[config.mk]
export PLATFORM = sky130hd
export DESIGN_NAME = muldiv_sequencer_flat
export DESIGN_NICKNAME = d
export VERILOG_FILES = /design/src/rtl/muldiv_sequencer_if.sv /design/src/rtl/muldiv_sequencer.sv /design/src/flat_wrapper.sv
export SDC_FILE = /design/constraint.sdc
export NUM_CORES = 1
export LEC_CHECK = 0
export ABC_CLOCK_PERIOD_IN_PS = 8300
export CORE_ASPECT_RATIO = 0.7
export CORE_MARGIN = 2
export CORE_UTILIZATION = 40
export DETAILED_ROUTE_END_ITERATION = 8
export GPL_TIMING_DRIVEN = 0
export PLACE_DENSITY_LB_ADDON = 0.25
export SETUP_SLACK_MARGIN = 0.05
export SLEW_MARGIN = 20
export SYNTH_ARGS = -nofsm -noshare
export SYNTH_HDL_FRONTEND = slang
export SYNTH_SLANG_ARGS = --single-unit
[constraint.sdc]
create_clock -name clk -period 8.3 [get_ports clk]
set_input_delay 1.245 -clock clk [delete_from_list [all_inputs] [get_ports clk]]
set_output_delay 1.245 -clock clk [all_outputs]
set_load 0.1 [all_outputs]
[src/rtl/muldiv_sequencer_if.sv]
// Handshake and HI/LO access bundle between the control unit and the
// iterative multiply/divide sequencer.
interface muldiv_sequencer_if #(
  parameter int WIDTH = 32
);
  logic             start;
  logic [1:0]       op;
  logic [WIDTH-1:0] a;
  logic [WIDTH-1:0] b;
  logic             mthi;
  logic             mtlo;
  logic [WIDTH-1:0] wdata;
  logic             busy;
  logic             done;
  logic             div_zero;
  logic [WIDTH-1:0] hi;
  logic [WIDTH-1:0] lo;

  modport master (
    output start, op, a, b, mthi, mtlo, wdata,
    input  busy, done, div_zero, hi, lo
  );

  modport slave (
    input  start, op, a, b, mthi, mtlo, wdata,
    output busy, done, div_zero, hi, lo
  );
endinterface

[src/rtl/muldiv_sequencer.sv]
// Iterative MULT/MULTU/DIV/DIVU unit owning HI/LO: one shift-add or
// restoring-subtract step per clock, sign fix-up in a final cycle.
module muldiv_sequencer #(
  parameter int WIDTH = 32,
  parameter int STEPS = 32
) (
  input logic                clk,
  input logic                rst,
  muldiv_sequencer_if.slave  bus
);

  typedef enum logic [1:0] {IDLE, RUN, FIX} state_t;

  localparam int CW = (STEPS > 1) ? $clog2(STEPS) : 1;

  state_t           state, state_n;
  logic [CW-1:0]    cnt;
  logic             is_div;
  logic             neg_q;
  logic             neg_r;
  logic             bz;
  logic [2*WIDTH-1:0] acc;
  logic [WIDTH-1:0] opb;
  logic [WIDTH-1:0] araw;
  logic [WIDTH-1:0] hi_r, lo_r;
  logic             done_r, dz_r;

  logic             a_neg, b_neg;
  logic [WIDTH-1:0] a_mag, b_mag;
  logic [WIDTH:0]   sum;
  logic [WIDTH:0]   rem_sh;
  logic             ge;
  logic [WIDTH-1:0] sub;
  logic [2*WIDTH-1:0] mul_step, div_step, prod_neg;

  always_comb begin
    a_neg  = bus.op[0] & bus.a[WIDTH-1];
    b_neg  = bus.op[0] & bus.b[WIDTH-1];
    a_mag  = a_neg ? -bus.a : bus.a;
    b_mag  = b_neg ? -bus.b : bus.b;
    // Multiply: upper half accumulates, multiplier shifts out of the low half.
    sum      = {1'b0, acc[2*WIDTH-1:WIDTH]} + {1'b0, (acc[0] ? opb : '0)};
    mul_step = {sum, acc[WIDTH-1:1]};
    // Divide: remainder:quotient shifted left, quotient bits enter at LSB.
    rem_sh   = {acc[2*WIDTH-1:WIDTH], acc[WIDTH-1]};
    ge       = rem_sh >= {1'b0, opb};
    sub      = rem_sh[WIDTH-1:0] - opb;
    div_step = ge ? {sub, acc[WIDTH-2:0], 1'b1}
                  : {rem_sh[WIDTH-1:0], acc[WIDTH-2:0], 1'b0};
    prod_neg = -acc;
  end

  always_ff @(posedge clk or posedge rst) begin
    if (rst) state <= IDLE;
    else     state <= state_n;
  end

  always_comb begin
    state_n = state;
    case (state)
      IDLE:    if (bus.start) state_n = RUN;
      RUN:     if (cnt == CW'(STEPS - 1)) state_n = FIX;
      FIX:     state_n = IDLE;
      default: state_n = IDLE;
    endcase
  end

  always_ff @(posedge clk or posedge rst) begin
    if (rst) begin
      cnt    <= '0;
      is_div <= 1'b0;
      neg_q  <= 1'b0;
      neg_r  <= 1'b0;
      bz     <= 1'b0;
      acc    <= '0;
      opb    <= '0;
      araw   <= '0;
      hi_r   <= '0;
      lo_r   <= '0;
      done_r <= 1'b0;
      dz_r   <= 1'b0;
    end else begin
      done_r <= (state == FIX);
      case (state)
        IDLE: begin
          if (bus.mthi) hi_r <= bus.wdata;
          if (bus.mtlo) lo_r <= bus.wdata;
          if (bus.start) begin
            // Same load serves both: multiplier/dividend low, operand b or a held.
            is_div <= bus.op[1];
            neg_q  <= a_neg ^ b_neg;
            neg_r  <= a_neg;
            bz     <= (bus.b == '0);
            araw   <= bus.a;
            acc    <= {{WIDTH{1'b0}}, bus.op[1] ? a_mag : b_mag};
            opb    <= bus.op[1] ? b_mag : a_mag;
            cnt    <= '0;
            dz_r   <= 1'b0;
          end
        end
        RUN: begin
          cnt <= cnt + 1'b1;
          acc <= is_div ? div_step : mul_step;
        end
        FIX: begin
          if (!is_div) begin
            {hi_r, lo_r} <= neg_q ? prod_neg : acc;
          end else if (bz) begin
            hi_r <= araw;
            lo_r <= '1;
            dz_r <= 1'b1;
          end else begin
            lo_r <= neg_q ? prod_neg[WIDTH-1:0] : acc[WIDTH-1:0];
            hi_r <= neg_r ? -acc[2*WIDTH-1:WIDTH] : acc[2*WIDTH-1:WIDTH];
          end
        end
        default: ;
      endcase
    end
  end

  assign bus.busy     = (state != IDLE);
  assign bus.done     = done_r;
  assign bus.div_zero = dz_r;
  assign bus.hi       = hi_r;
  assign bus.lo       = lo_r;

endmodule
[src/flat_wrapper.sv]
// flat-port wrapper written by rule: the top's interface ports become plain ports
module muldiv_sequencer_flat 
#(
  parameter int WIDTH = 32,
  parameter int STEPS = 32
)
  (clk, rst, bus_start, bus_op, bus_a, bus_b, bus_mthi, bus_mtlo, bus_wdata, bus_busy, bus_done, bus_div_zero, bus_hi, bus_lo);
  muldiv_sequencer_if #(.WIDTH(WIDTH)) bus_i ();
  input logic clk;
  input logic rst;
  input wire logic [$bits(bus_i.start)-1:0] bus_start;
  input wire logic [$bits(bus_i.op)-1:0] bus_op;
  input wire logic [$bits(bus_i.a)-1:0] bus_a;
  input wire logic [$bits(bus_i.b)-1:0] bus_b;
  input wire logic [$bits(bus_i.mthi)-1:0] bus_mthi;
  input wire logic [$bits(bus_i.mtlo)-1:0] bus_mtlo;
  input wire logic [$bits(bus_i.wdata)-1:0] bus_wdata;
  output wire logic [$bits(bus_i.busy)-1:0] bus_busy;
  output wire logic [$bits(bus_i.done)-1:0] bus_done;
  output wire logic [$bits(bus_i.div_zero)-1:0] bus_div_zero;
  output wire logic [$bits(bus_i.hi)-1:0] bus_hi;
  output wire logic [$bits(bus_i.lo)-1:0] bus_lo;
  assign bus_i.start = bus_start;
  assign bus_i.op = bus_op;
  assign bus_i.a = bus_a;
  assign bus_i.b = bus_b;
  assign bus_i.mthi = bus_mthi;
  assign bus_i.mtlo = bus_mtlo;
  assign bus_i.wdata = bus_wdata;
  assign bus_busy = bus_i.busy;
  assign bus_done = bus_i.done;
  assign bus_div_zero = bus_i.div_zero;
  assign bus_hi = bus_i.hi;
  assign bus_lo = bus_i.lo;
  muldiv_sequencer #(.WIDTH(WIDTH), .STEPS(STEPS)) u_core (.clk(clk), .rst(rst), .bus(bus_i));
endmodule
==> results.yml <==
run_status:
  run_status: "completed"
timing:
  slew_headroom: 0.143
  max_freq_ghz: 0.196
  fin_crit_sh: 0.615
  setup_tns_ns: 0
  final-max-slew-violation-count: 0
  hold_slack_ns: 0.474
  setup_viol_count_final: 0
  timing.clock.skew_ns: 0.0262
  final_hold_viol_count: 0
  worst-slew-pin-transition_ns: 1.25
  min_period_ns: 5.10
  grt_setup_unrepaired: "no"
critical_path:
  worst_r2r_endpoint: "u_core.acc[61]"
  r2r_cells: 13
  cp_cell_sequence: "inv_1 > clkbuf_1 > nor2_1 > ha_1 > nand2b_1 > a21o_1 > a2111oi_0 > a311o_1 > a2111oi_1 > o31ai_1 > nand2_1 > mux2i_1 > a211o_1"
  timing.critical_path.arrival_ns: 5.54
  worst_path_largest_cell_delay_ns: 1.05
  startpoint_type: "flip-flop"
  reg2reg_launch_point: "u_core.acc[0]"
  critical_path_required_ns: 8.74
  crit_path_end_kind: "flip-flop"
  critPathSlowestCell: "sky130_fd_sc_hd__a2111oi_0"
  reg2reg_slack_ns: 3.20
  crit_type: "flip-flop to flip-flop"
  maximum_net_fanout_on_the_critical_path: 10
global_route:
  antenna_found_initial: 0
  grt_first_pass_wirelength_um: 116000
  track_usage: 0.354
  grt_start_max_net_pins: 99
  global_route.overflow_total: 0
  via_count_of_the_first_global_routing_pass: 17400
power_and_ir_drop:
  cell_internal_power_w: 0.00444
  power.switching_fraction: 0.576
  power.share.combinational: 0.695
  p_clk_frac: 0.105
  p_sw_w: 0.00604
  worst_voltage_drop_across_the_vdd_grid_v: 0.000326
  power_leakage_nw: 8.31
  power_per_cell_area_nw_per_um2: 517
  power_frac_seq: 0.200
min_path:
  min_delay_path_depth: 2
  min-delay-start: "u_core.bus.lo[28]"
  worst_hold_path.endpoint: "u_core.bus.lo[28]"
  hold_path_class: "flip-flop to flip-flop"
routing:
  drc: 0
  drt_pre_antenna_iters: 8
  routed_via_density: 6.28
  antenna_violating_nets_post_route: 0
  route.detailed.wl_per_inst_um: 26.7
  postRouteWirelength_um: 80300
  detailed_route_via_count: 18800
  dr.first_iter.drc_count: 2514
synth:
  asyncSetResetFlopFracSynth: 1.00
  synth_enable_flop_cells: 0
  mappedNetlistArea_um2: 17000
  netlist-cell-type-count: 77
  synth.net_count: 2414
  synth-main-ff-cell: "sky130_fd_sc_hd__dfrtp_1"
  synth_sequential_area_ratio: 0.301
  synth-seq-cells: 205
  netlist_instances: 2239
  synthesis.area_per_instance_um2: 7.60
  synth_warnings: 0
clocking:
  htree_num_levels: 1
  cts_num_sinks: 205
  cts_buffers: 24
  max-clock-path-buffers: 3
  tritoncts_clock_tree: "yes"
  clkTransAtPathRegs_ns: 0.07
  number_of_hold_repair_buffers_added_at_the_cts_stage: 0
  cts.repair.resized: 0
  clk_latency_ns: 0.56
  root_buffer_master: "sky130_fd_sc_hd__clkbuf_16"
  post-cts-setup-buffers: 0
floorplanning:
  chipHeight_um: 177
  core_area_um2: 42200
  initial_utilization: 0.404
  floorplan.die_area_um2: 44200
  dieWidth_um: 251
  core.rowCount: 63
  floorplan.io_pins: 170
placed_design:
  gp_routability_congestion: 0.996
  placement.cell_area_um2: 19500
  dp_hpwl_um: 63600
  port-buffer-count: 168
finish:
  final_cell_mix: "sky130_fd_sc_hd__nand2_1, sky130_fd_sc_hd__o21ai_0, sky130_fd_sc_hd__dfrtp_1"
  drive_gt1_frac: 0.0327
  multi_input_combinational_cell_area_um2: 11000
  sequential_cell_area_um2: 5130
  finalInstanceArea_um2: 20200
  areaGrowthSynthToFinish_pct: 19.0
  design.final.nets: 2610
  mostFrequentLayoutCell: "sky130_fd_sc_hd__nand2_1"
  fillers: 4192
run:
  maxCapViolCount: 0
## area by class of cell
type,instances,share of cell area
Tap cell,552,0.0341
Buffer,154,0.0324
Sequential cell,205,0.253
Clock buffer,32,0.0332
Antenna cell,1,0.000124
Multi-Input combinational cell,1808,0.542
Clock inverter,9,0.00531
Timing Repair Buffer,170,0.0858
Inverter,72,0.0137
## critical path: cells and delay by family (launching register included)
| family | cells | cell delay (ns) |
|---|---|---|
| buffers and inverters | 2 | 0.82 |
| multiplexers | 1 | 0.15 |
| adder cells (fa/ha/maj) | 1 | 0.38 |
| AO/OA/AOI/OAI | 6 | 2.62 |
| flip-flops | 1 | 0.59 |
| AND/OR/NAND/NOR | 3 | 0.43 |
## power groups by stage
stage	Clock (W)	Combinational, W	Sequential, W
finish	0.00110	0.00728	0.00209
CTS	0.00111	0.00707	0.00205
detailed placement	0	0.00704	0.00206
floorplan	0	0.00398	0.00287
global route	0.00115	0.00776	0.00213
global placement	0	0.00697	0.00205
## state kept, by name, indices dropped and copies added (netlist names)
signal and count:
u_core.acc 64, u_core.araw 32, u_core.bus.div_zero 1, u_core.bus.done 1
u_core.bus.hi 32, u_core.bus.lo 32, u_core.bz 1, u_core.cnt 5
u_core.is_div 1, u_core.neg_q 1, u_core.neg_r 1, u_core.opb 32
u_core.state 2
## through the flow
step / total power (W) / util / setup WS, ns / cells
final: 0.0105 / 0.480 / 3.20 / 3003
after global routing: 0.0110 / 0.480 / 3.13 / 3002
after CTS: 0.0102 / 0.480 / 3.46 / 3002
after detailed placement: 0.00910 / 0.461 / 3.45 / 2961
after global placement: 0.00902 / 0.460 / -1.55 / 2959
after floorplan: 0.00685 / - / 1.46 / 2239
## how the worst max path moves through the flow
stage             startpoint              to  slack [ns]  cells after the start
2_1_floorplan            rst   u_core.acc[0]        1.46                      1
6_report       u_core.acc[0]  u_core.acc[61]        3.20                     13
3_3_place_gp             rst  u_core.acc[52]       -1.55                      2
3_5_place_dp        bus_a[2]  u_core.opb[27]        3.45                     10
4_1_cts        u_core.acc[0]  u_core.acc[61]        3.46                     13
5_1_grt        u_core.acc[0]  u_core.acc[61]        3.13                     13
## logic make-up (layout without fill, tap and decap cells)
| kind of cell | after synthesis | count (layout) | share of synthesized area |
|---|---|---|---|
| other cells | 0 | 1 | 0 |
| compound gates | 722 | 722 | 0.260 |
| simple gates | 792 | 792 | 0.212 |
| flops | 205 | 205 | 0.301 |
| fa+ha+maj | 72 | 72 | 0.0538 |
| buf+inv | 226 | 437 | 0.0544 |
| xor+xnor | 169 | 169 | 0.0870 |
| mux | 53 | 53 | 0.0314 |
## synth_stat cells (all sizes together), types with 48 or more instances
cell    number  area share
a211oi      48       0.021
a21oi      180       0.053
clkbuf     119       0.026
dfrtp      205        0.30
ha          70       0.051
inv         71       0.016
mux2i       50       0.029
nand2      352       0.078
nor2       193       0.043
o21ai      224       0.066
xnor2      112       0.058
xor2        57       0.029
## metal layers
metal	routed length (µm)	vias up	GRT usage
met5	0	-	0
met4	2690	0	0.104
met3	11200	163	0.144
met2	31500	1189	0.489
met1	34900	9083	0.501
li1	-	8413	-
(Power assumes the default switching activity.)
==> RTL change, RTL diff (same flow settings) <==
Make the reset (`rst`) synchronous in 2 clocked blocks.
--- a/src/rtl/muldiv_sequencer.sv
+++ b/src/rtl/muldiv_sequencer.sv
@@ -50,7 +50,7 @@
     prod_neg = -acc;
   end
 
-  always_ff @(posedge clk or posedge rst) begin
+  always_ff @(posedge clk) begin
     if (rst) state <= IDLE;
     else     state <= state_n;
   end
@@ -65,7 +65,7 @@
     endcase
   end
 
-  always_ff @(posedge clk or posedge rst) begin
+  always_ff @(posedge clk) begin
     if (rst) begin
       cnt    <= '0;
       is_div <= 1'b0;
Check against the original RTL: differs if rst is asserted again (counterexample within 4 cycles, from zero or initial values and one cycle with rst high); with rst held inactive, the same outputs for 4 cycles.
==> RTL change against the original RTL <==
  * Critical path depth is 1 higher
  * Sequential cell count unchanged
  * Setup slack improved by 0.22 ns
  * Sequential share of layout area is 4.6 points lower
  * Final area fell by 2.1%
  * Area after synthesis is 2.7% lower
  * Non-clock buffer count rose by 20
  * Wire length up 7.5%
  * Fmax rose by 4.4%
  * Highest routed layer unchanged
Power is not compared: it rests on default switching activity, and its combinational part moved more than twofold at a synthesized area within 25%.
==> RTL change: results (changes against the original RTL) <==
- Result of the run: finished, final reports clean (unchanged).
- The routing usage on met3 is 13.83% (was 14.40%).
- The met3 routed wirelength is 13.02 mm (was 11.22 mm).
- The setup slack of the most critical reg-to-reg path is 3.41 ns (was 3.20 ns).
- The met1 usage in global routing came to 58.51% (was 50.11%).
- The origin of the worst min-delay path is u_core.opb[15] (was u_core.bus.lo[28]).
- The initial antenna violation count came to 2 (was 0).
- The total iterations of the first detailed-routing run came to 6 (was 8).
- The HPWL after detailed placement is 69.93 mm (was 63.58 mm).
- The clock insertion delay at the later pin of the skew report is 0.58 ns (was 0.56 ns).
- The vias after detailed routing is 19797 (was 18848).
- The number of violations reported at the end of detailed-routing iteration 0 is 2651 (was 2514).
- The ratio of cells with drive above 1 in the final layout is 3.064% (was 3.265%).
- The post-synthesis share of cell area spent on xor and xnor gates is 8.992% (was 8.697%).
- The final antenna diode count is 0 (was 1).
- The post-synthesis adder-cell area fraction came to 5.531% (was 5.381%).
- The total placed cells including tap cells is 3014 (was 2961).
- The total nets after synthesis is 2479 (was 2414).
- The share of synthesized flip-flops with an asynchronous set or reset came to 0% (was 100.0%).
- The routed length on met2 is 32.75 mm (was 31.49 mm).
- The worst reg-to-reg path cell count is 14 (was 13).
- The total routing usage reported by global routing is 38.90% (was 35.41%).
- The met1 wire length is 38.14 mm (was 34.88 mm).
- The fraction of the yosys area taken by sequential cells was 24.78% (was 30.14%).
- The share of cell area taken by muxes after synthesis is 3.536% (was 3.139%).
- Top post-synthesis cells by area: sky130_fd_sc_hd__dfxtp_1 (25%), sky130_fd_sc_hd__nand2_1 (7.1%), sky130_fd_sc_hd__a21oi_1 (6.3%) (was sky130_fd_sc_hd__dfrtp_1 (30%), sky130_fd_sc_hd__nand2_1 (7.8%), sky130_fd_sc_hd__o21ai_0 (6.4%)).
- The critical path's slowest cell is sky130_fd_sc_hd__dfxtp_1 (was sky130_fd_sc_hd__a2111oi_0).
RTL change: cell count changes after synthesis, moves of 27 or more:
| cell | unedited run | this run |
|---|---|---|
| sky130_fd_sc_hd__dfrtp_1 | 205 | 0 |
| sky130_fd_sc_hd__dfxtp_1 | 0 | 205 |
| sky130_fd_sc_hd__o21ai_0 | 216 | 147 |
| sky130_fd_sc_hd__nor2_1 | 193 | 251 |
| sky130_fd_sc_hd__a311oi_1 | 0 | 44 |
| sky130_fd_sc_hd__nand2_1 | 352 | 314 |
| sky130_fd_sc_hd__clkbuf_1 | 118 | 149 |
| sky130_fd_sc_hd__o22ai_1 | 42 | 12 |
| sky130_fd_sc_hd__a21oi_1 | 180 | 207 |
RTL change: layout make-up:
type / instances / share of cell area [%]
multi-input cells: 1857 / 58.17
repair buffers: 166 / 8.392
inverters: 64 / 1.212
clock inverters: 12 / 1.238
flip-flops and latches: 205 / 20.71
well taps: 544 / 3.435
plain buffers: 178 / 3.473
clock buffers: 31 / 3.366
